## config.mk

```make
export PLATFORM = sky130hd
export DESIGN_NAME = pattern_stream_gen
export DESIGN_NICKNAME = d
export VERILOG_FILES = /design/src/rtl/pattern_stream_gen.sv
export SDC_FILE = /design/constraint.sdc
export NUM_CORES = 1
export LEC_CHECK = 0
export ABC_AREA = 1
export BUFFER_PORTS_ARGS = -buffer_cell sky130_fd_sc_hd__buf_4
export CAP_MARGIN = 30
export CORE_ASPECT_RATIO = 1.2
export CORE_UTILIZATION = 60
export CTS_BUF_LIST = sky130_fd_sc_hd__clkbuf_8
export DETAILED_ROUTE_END_ITERATION = 7
export GPL_TIMING_DRIVEN = 0
export PLACE_DENSITY_LB_ADDON = 0.1
export SETUP_SLACK_MARGIN = 0.5
export SKIP_CTS_REPAIR_TIMING = 1
export SYNTH_ARGS = -nofsm -noshare
export SYNTH_HDL_FRONTEND = slang
export SYNTH_SLANG_ARGS = --single-unit
```

## constraint.sdc

```tcl
create_clock -name i_clk -period 6.3 [get_ports i_clk]
set_input_delay 1.26 -clock i_clk [delete_from_list [all_inputs] [get_ports i_clk]]
set_output_delay 1.26 -clock i_clk [all_outputs]
set_load 0.1 [all_outputs]
```

## src/rtl/pattern_stream_gen.sv

```systemverilog
// Raster-scanning test-pattern source with a valid/ready pixel stream, SOF/EOL flags and per-frame mode.
// Optional PATTERN_SCROLL_EN adds a frame counter that scrolls the pattern one pixel per frame.
module pattern_stream_gen #(
   parameter int unsigned H_RES       = 640,
   parameter int unsigned V_RES       = 480,
   parameter int unsigned COORD_W     = 10,
   parameter int unsigned CH_W        = 8,
   parameter int unsigned CHECK_SHIFT = 4,
   parameter int unsigned BAR_SHIFT   = 6
) (
   input  logic                i_clk,
   input  logic                i_reset,
   input  logic                i_start,
   input  logic                i_continuous,
   input  logic [1:0]          i_mode,
   input  logic [3*CH_W-1:0]   i_solid_rgb,
   output logic                o_out_valid,
   input  logic                i_out_ready,
   output logic [CH_W-1:0]     o_out_r,
   output logic [CH_W-1:0]     o_out_g,
   output logic [CH_W-1:0]     o_out_b,
   output logic [COORD_W-1:0]  o_out_x,
   output logic [COORD_W-1:0]  o_out_y,
   output logic                o_out_sof,
   output logic                o_out_eol,
   output logic                o_busy,
   output logic                o_frame_done
);

   localparam logic [COORD_W-1:0] XMAX = COORD_W'(H_RES - 1);
   localparam logic [COORD_W-1:0] YMAX = COORD_W'(V_RES - 1);

   typedef enum logic {StIdle = 1'b0, StRun = 1'b1} state_e;

   state_e r_state, w_state_d;

   logic [COORD_W-1:0] r_x, r_y, w_x_d, w_y_d;
   logic [1:0]         r_mode, w_mode_d;
   logic [3*CH_W-1:0]  r_solid, w_solid_d;
   logic               r_valid, w_valid_d;
   logic [CH_W-1:0]    r_r, r_g, r_b, w_r_d, w_g_d, w_b_d;
   logic               r_sof, r_eol, r_done;
   logic               w_sof_d, w_eol_d;
   logic               w_xfer, w_final, w_load;
   logic [COORD_W-1:0] w_offset, w_xs;
   logic [2:0]         w_bar;
   logic               w_check;

   assign w_xfer  = r_valid & i_out_ready;
   assign w_final = w_xfer && (r_x == XMAX) && (r_y == YMAX);
   // A new frame begins on start from idle, or seamlessly on the last pixel in continuous mode
   assign w_load  = ((r_state == StIdle) && i_start) || (w_final && i_continuous);

`ifdef PATTERN_SCROLL_EN
   logic [COORD_W-1:0] r_frame;

   // Counter value already advanced for the first pixel of the next frame
   assign w_offset = w_final ? r_frame + COORD_W'(1) : r_frame;

   always_ff @(posedge i_clk or posedge i_reset) begin
      if (i_reset) r_frame <= '0;
      else         r_frame <= w_offset;
   end
`else
   assign w_offset = '0;
`endif

   always_ff @(posedge i_clk or posedge i_reset) begin
      if (i_reset) r_state <= StIdle;
      else         r_state <= w_state_d;
   end

   always_comb begin
      w_state_d = r_state;
      unique case (r_state)
         StIdle:  if (i_start) w_state_d = StRun;
         StRun:   if (w_final && !i_continuous) w_state_d = StIdle;
         default: w_state_d = StIdle;
      endcase
   end

   always_comb begin
      w_x_d     = r_x;
      w_y_d     = r_y;
      w_mode_d  = r_mode;
      w_solid_d = r_solid;
      w_valid_d = r_valid;
      if (w_load) begin
         w_x_d     = '0;
         w_y_d     = '0;
         w_mode_d  = i_mode;
         w_solid_d = i_solid_rgb;
         w_valid_d = 1'b1;
      end else if (w_final) begin
         w_x_d     = '0;
         w_y_d     = '0;
         w_valid_d = 1'b0;
      end else if (w_xfer) begin
         if (r_x == XMAX) begin
            w_x_d = '0;
            w_y_d = r_y + COORD_W'(1);
         end else begin
            w_x_d = r_x + COORD_W'(1);
         end
      end
   end

   // Pixel for the next registered position; zeroed when nothing will be presented
   always_comb begin
      w_xs    = w_x_d + w_offset;
      w_bar   = 3'(w_xs >> BAR_SHIFT);
      w_check = w_xs[CHECK_SHIFT] ^ w_y_d[CHECK_SHIFT];
      w_r_d   = '0;
      w_g_d   = '0;
      w_b_d   = '0;
      if (w_valid_d) begin
         unique case (w_mode_d)
            2'd0: begin
               w_r_d = CH_W'(w_xs);
               w_g_d = CH_W'(w_y_d);
               w_b_d = CH_W'(w_xs) ^ CH_W'(w_y_d);
            end
            2'd1: begin
               w_r_d = {CH_W{w_check}};
               w_g_d = {CH_W{w_check}};
               w_b_d = {CH_W{w_check}};
            end
            2'd2: begin
               w_r_d = {CH_W{w_bar[2]}};
               w_g_d = {CH_W{w_bar[1]}};
               w_b_d = {CH_W{w_bar[0]}};
            end
            default: begin
               w_r_d = w_solid_d[3*CH_W-1:2*CH_W];
               w_g_d = w_solid_d[2*CH_W-1:CH_W];
               w_b_d = w_solid_d[CH_W-1:0];
            end
         endcase
      end
      w_sof_d = w_valid_d && (w_x_d == '0) && (w_y_d == '0);
      w_eol_d = w_valid_d && (w_x_d == XMAX);
   end

   always_ff @(posedge i_clk or posedge i_reset) begin
      if (i_reset) begin
         r_x     <= '0;
         r_y     <= '0;
         r_mode  <= '0;
         r_solid <= '0;
         r_valid <= 1'b0;
         r_r     <= '0;
         r_g     <= '0;
         r_b     <= '0;
         r_sof   <= 1'b0;
         r_eol   <= 1'b0;
         r_done  <= 1'b0;
      end else begin
         r_x     <= w_x_d;
         r_y     <= w_y_d;
         r_mode  <= w_mode_d;
         r_solid <= w_solid_d;
         r_valid <= w_valid_d;
         r_r     <= w_r_d;
         r_g     <= w_g_d;
         r_b     <= w_b_d;
         r_sof   <= w_sof_d;
         r_eol   <= w_eol_d;
         r_done  <= w_final;
      end
   end

   assign o_out_valid  = r_valid;
   assign o_out_r      = r_r;
   assign o_out_g      = r_g;
   assign o_out_b      = r_b;
   assign o_out_x      = r_x;
   assign o_out_y      = r_y;
   assign o_out_sof    = r_sof;
   assign o_out_eol    = r_eol;
   assign o_busy       = (r_state == StRun);
   assign o_frame_done = r_done;

endmodule

```

# After elaboration in Yosys (flattened, before gate mapping)
# Index checks and enable logic that the tools add are counted.
# Widths: inputs -> output; s select.
dict set report word_totals {
  elab_cells 57
  output_inout_bits 49
  inputBits 31
  ff_bits 75
}
dict set report op_classes {
  bitwise 4
  eq_ne 5
  n_reduce_logical 13
  muxes 21
  addsub 2
}
# cell n
set ops {}
lappend ops {{$mux 10} 8}
lappend ops {{$pmux 8 s3} 3}
lappend ops {{$mux 24} 1}
lappend ops {{$mux 8} 3}
lappend ops {{$add 10x1->10 const B} 2}
lappend ops {{$eq 10x10->1 const B} 2}
lappend ops {{$logic_not 10->1} 2}
lappend ops {{$eq 10x9->1 const B} 1}
lappend ops {{$logic_and 1x1->1} 8}
lappend ops {{$xor 8x8->8} 1}
lappend ops {{$mux 1} 4}
lappend ops {{$eq 2x1->1 const B} 1}
lappend ops {{$eq 2x2->1 const B} 1}
lappend ops {{$logic_not 2->1} 1}
lappend ops {{$mux 2} 1}
lappend ops {{$pmux 1 s2} 1}
lappend ops {{$and 1x1->1} 1}
lappend ops {{$logic_not 1->1} 1}
lappend ops {{$logic_or 1x1->1} 1}
lappend ops {{$not 1->1} 1}
lappend ops {{$xor 1x1->1} 1}

# Depth between registers and ports, before layout
dict set report logic_depth {
  ltp_word 9
  depth_mapped 16
  mapped_depth_nobuf 16
}

# Worst setup path before layout
# Ideal clock, no wire load.
dict set report synth_path {
  path_kind {register to register}
  from {register r_y[1] (netlist: o_out_y[1])}
  to {register r_g[0] (netlist: o_out_g[0])}
  path_stages_with_launch 15
  setup_ps 119
  arrival_ps 2626
  t_required_ps 6181
  slack_ps 3556
  period_less_slack_ps 2744
  n_path_buf 2
  cell_sequence {dfrtp_1 > ha_1 > inv_1 > nor2_1 > inv_1 > nor2_1 > nand3_4 > nand2_4 > nand2_2 > nand2_4 > nand2_2 > buf_6 > buf_2 > o21ai_1 > nor2_1}
}
dict set report synth_between {
  elab_chain_cells 8
  elab_cells_between_ends 21
  cone_classes {add/sub: 1; eq/ne: 3; mux: 12; bitwise: 1; reduce/logical: 4}
}
# element line
set synth_rtl {}
lappend synth_rtl {{from (decl)} 37} ;# logic [COORD_W-1:0] r_x, r_y, w_x_d, w_y_d;
lappend synth_rtl {{from (signal assigned)} 159} ;# r_y <= w_y_d;
lappend synth_rtl {{$eq 10x9->1 *} 50} ;# assign w_final = w_xfer && (r_x == XMAX) && (r_y == YMAX);
lappend synth_rtl {{$logic_and 1x1->1 *} 50}
lappend synth_rtl {{$logic_and 1x1->1 *} 52} ;# assign w_load = ((r_state == StIdle) && i_start) || (w_final && i_continuous);
lappend synth_rtl {{$logic_or 1x1->1 *} 52}
lappend synth_rtl {{$mux 2 *} 88} ;# if (w_load) begin
lappend synth_rtl {{net w_mode_d[1]} 38} ;# logic [1:0] r_mode, w_mode_d;
lappend synth_rtl {{$eq 2x2->1 (tied with other cells)} 117} ;# unique case (w_mode_d)
lappend synth_rtl {{$pmux 8 s3 *} 117}
lappend synth_rtl {{$mux 8 *} 116} ;# if (w_valid_d) begin
lappend synth_rtl {{net w_g_d[0]} 41} ;# logic [CH_W-1:0] r_r, r_g, r_b, w_r_d, w_g_d, w_b_d;
lappend synth_rtl {{to (signal assigned)} 164} ;# r_g <= w_g_d;
lappend synth_rtl {{to (decl)} 41}
# The timed path passes the listed nets; every way through them passes the cells marked *.

# Worst setup path in the final report
dict set report layout_path {
  from {input i_out_ready}
  to {register r_b[7] (netlist: o_out_b[7])}
}
dict set report layout_between {
  elab_chain_cells 9
  elab_cells_between_ends 22
  cone_classes {eq/ne: 2; mux: 12; bitwise: 3; reduce/logical: 5}
}
# element line
set layout_rtl {}
lappend layout_rtl {{from (decl)} 18} ;# input logic i_out_ready,
lappend layout_rtl {{$and 1x1->1 *} 49} ;# assign w_xfer = r_valid & i_out_ready;
lappend layout_rtl {{$logic_and 1x1->1 (2 in series)} 50}
lappend layout_rtl {{$logic_and 1x1->1} 52}
lappend layout_rtl {{$logic_or 1x1->1} 52}
lappend layout_rtl {{$mux 2 / $mux 10 (equally long branches)} 88}
lappend layout_rtl {{$eq 2x2->1 (tied with other cells)} 117}
lappend layout_rtl {{$pmux 8 s3} 117}
lappend layout_rtl {{$mux 8 *} 116}
lappend layout_rtl {{net w_b_d[7]} 41}
lappend layout_rtl {{to (signal assigned)} 165} ;# r_b <= w_b_d;
lappend layout_rtl {{to (decl)} 41}
# Marked as above.

==> impl_metrics.toml <==
[place]
pre_cts_ws_ns = 3.07
port_bufs = 79
gp_routability_congestion = 0.889
place_hpwl_mm = 7.84

[synthesis]
dominantRegCellSynth = "sky130_fd_sc_hd__dfrtp_1"
synth_enable_flop_cells = 0
yosysUniqueCellTypes = 27
synth.top_cells.by_area = "sky130_fd_sc_hd__dfrtp_1, sky130_fd_sc_hd__nand2_1, sky130_fd_sc_hd__nor2_1, sky130_fd_sc_hd__inv_1, sky130_fd_sc_hd__nand3_1"
netlist.area_leader.share_pct = 47.7
library_cell_with_the_largest_summed_area_after_synthesis = "sky130_fd_sc_hd__dfrtp_1"
netlist_instances = 534
syn-num-nets = 567
syn_avg_cell_area_sq_um = 7.36
mappedNetlistArea_sq_um = 3930
yosys_warnings = 0
ys_async_sr_fraction_pct = 100
seq_total_area_yosys_pct = 47.7
synth.ff_latch_count = 75

[drt]
drt_pass1_iterations = 6
iter_0_drt_violations = 312
routed_wire_length_per_instance_um = 14.6
antenna_violating_nets_post_route = 0
routed-via-count = 3814
drc = 0
avgViaCountPerCell = 5.38
wirelength_mm = 10.4

[final_layout]
fin_nets = 657
final_core_util_pct = 78.8
post_route_cells_drive_above_1_share_pct = 20.9
diodes = 0
area.growth.synth_to_final_pct = 23.5

[pwr]
swShare_pct = 52.6
powerDensity_nw_per_um2 = 509
cellLeakagePower_nw = 2.70
p_seq_share_pct = 27.8
ir_drop_mv = 0.426
combinationalPowerShare_pct = 54.9
internal_power_w = 0.00117
clock_power_share_pct = 17.3
p_sw_w = 0.00130

[floorplan]
core_rows = 31
die_width_um = 75.9
dieArea_sq_um = 6880
core_sq_um = 6170
vert_die_dim_um = 90.7
floorplan.io_pins = 80
floorplan.initialDensity_pct = 63.8

[setup_path]
worst_setup_path_start_kind = "input port"
type_of_the_worst_setup_path = "in2reg"
crit_path_max_fanout = 8
crit_arrival_ns = 3.17
worstPathRequired_ns = 6.55
worstSetupEndpointType = "flip-flop"

[timing]
final.period_utilization_pct = 46.3
achievable-frequency_ghz = 0.343
timing.max_slew.rel_slack_pct = 40.3
clock_skew_ns = 0.00697
setup_total_negative_slack_ns = 0
worstMarginPinSlew_ns = 0.895
rsz0062_at_grt = "false"
finalHoldViolCount = 0
slew_viol_final = 0
postLayoutSetupSlackWorst_ns = 3.38
final-setup-viol-count = 0
period_minus_slack_ns = 2.92

[grt]
vias_in_the_first_global_route = 3786
global_route.overflow_total = 0
maximum_number_of_pins_on_one_net_before_global_route_repair = 76
gr-usage-all-layers_pct = 32.7
grt_antenna_before_repair = 0
wire_length_of_the_first_global_routing_pass_mm = 17.6

[clocking]
cts_htree_levels = 3
root_buffer = "sky130_fd_sc_hd__clkbuf_8"
cts.sink_count = 75
clk-insertion-delay-late_ns = 0.34
cts.path.max_buffers = 2
tritoncts = "yes"
tritoncts.num_buffers = 9
clkTransAtPathRegs_ns = 0.07

[hold_path]
timing.hold.worst.class = "reg2reg"

[run]
timing.max_cap.violations = 0

[run_status]
run_status = "complete, no violations"
-- cell usage after synthesis (3+ instances only) --
| cell | count |
|---|---|
| sky130_fd_sc_hd__nand2_2 | 9 |
| sky130_fd_sc_hd__inv_1 | 42 |
| sky130_fd_sc_hd__clkbuf_1 | 6 |
| sky130_fd_sc_hd__o21ai_0 | 19 |
| sky130_fd_sc_hd__nand4_1 | 9 |
| sky130_fd_sc_hd__buf_4 | 4 |
| sky130_fd_sc_hd__buf_2 | 6 |
| sky130_fd_sc_hd__nand2_1 | 200 |
| sky130_fd_sc_hd__dfrtp_1 | 75 |
| sky130_fd_sc_hd__nand2_4 | 3 |
| sky130_fd_sc_hd__o21ai_1 | 18 |
| sky130_fd_sc_hd__nor2_4 | 3 |
| sky130_fd_sc_hd__nor3_1 | 4 |
| sky130_fd_sc_hd__nand3_1 | 24 |
| sky130_fd_sc_hd__a21oi_1 | 4 |
| sky130_fd_sc_hd__nor2_1 | 86 |
| sky130_fd_sc_hd__xor2_1 | 3 |
| sky130_fd_sc_hd__buf_6 | 3 |
-- power groups by stage --
stage	combinational, W	clock [W]	sequential (W)
6_report	0.00136	0.000427	0.000688
3_3_place_gp	0.00133	0	0.000691
2_1_floorplan	0.000398	0	0.00134
4_1_cts	0.00135	0.000430	0.000688
3_5_place_dp	0.00134	0	0.000695
5_1_grt	0.00144	0.000450	0.000702
-- layout by cell type (no fill, tap or decap), types with 9 or more instances in the layout --
master,netlist,routed
sky130_fd_sc_hd__buf_4,4,83
sky130_fd_sc_hd__clkbuf_8,0,9
sky130_fd_sc_hd__dfrtp_1,75,75
sky130_fd_sc_hd__inv_1,42,41
sky130_fd_sc_hd__nand2_1,200,200
sky130_fd_sc_hd__nand2_2,9,9
sky130_fd_sc_hd__nand3_1,24,24
sky130_fd_sc_hd__nand4_1,9,9
sky130_fd_sc_hd__nor2_1,86,86
sky130_fd_sc_hd__o21ai_0,19,19
sky130_fd_sc_hd__o21ai_1,18,18
-- routing by layer --
layer  up-vias  GRT usage (%)  share of wire (%)
met5         -              0                  0
met4         0           14.6                3.4
met3        35           5.45                6.0
met2       174           57.3                 51
met1      1772           39.5                 39
li1       1833              -                  -
-- layout make-up --
type | instances | area (sq um)
well taps | 82 | 103
multi-input cells | 396 | 1770
clock inverters | 5 | 104
inverters | 44 | 168
clock buffers | 9 | 124
fillers | 443 | 1310
flip-flops and latches | 75 | 1880
plain buffers | 19 | 116
repair buffers | 79 | 593
-- state kept, by name, summed over array words and instances, names as in the netlist --
name,flops
o_out_valid,1
r_solid,24
o_out_g,8
o_out_x,10
o_out_sof,1
o_out_r,8
o_busy,1
o_out_y,10
r_mode,2
o_out_eol,1
o_out_b,8
o_frame_done,1
-- critical path: stages --
cell and delay (ns):
sky130_fd_sc_hd__buf_4 0.08, sky130_fd_sc_hd__nand2_2 0.12, sky130_fd_sc_hd__inv_1 0.23, sky130_fd_sc_hd__nand4_1 0.30
sky130_fd_sc_hd__o21ai_1 0.22, sky130_fd_sc_hd__nand2_1 0.16, sky130_fd_sc_hd__o21ai_1 0.20, sky130_fd_sc_hd__nand3_1 0.19
sky130_fd_sc_hd__nand2_2 0.17, sky130_fd_sc_hd__nor2_1 0.07, sky130_fd_sc_hd__nor2_1 0.15
-- stage by stage --
step	std cells	cell area (sq um)	total power, W	hold WS (ns)
2_1_floorplan	534	3930	0.00174	0.433
3_3_place_gp	695	4630	0.00202	0.445
3_5_place_dp	695	4630	0.00204	0.456
4_1_cts	709	4860	0.00247	0.474
5_1_grt	709	4860	0.00259	0.490
6_report	709	4860	0.00247	0.471
-- logic make-up (layout without fill, tap and decap cells) --
family,count (synthesis),count (layout),share of synthesized area (%)
compound gates,43,43,5.60
xor+xnor,3,3,0.668
fa+ha+maj,2,2,0.636
buf+inv,63,156,7.16
flops,75,75,47.7
simple gates,348,348,38.2
-- path summary, 6_finish.rpt --
check                                 start          end  slack [ns]  cells past startpoint
worst max-delay path            i_out_ready   o_out_b[7]        3.38                     11
worst min-delay path            r_solid[11]  r_solid[11]        0.47                      2
worst max register to register   o_out_y[1]   o_out_r[2]        3.77                     12
worst min register to register  r_solid[11]  r_solid[11]        0.47                      2
max in group asynchronous           i_reset   o_out_r[0]        4.61                      2
min in group asynchronous           i_reset   o_out_y[9]        1.11                      2
Power figures use the tool's default switching activity.
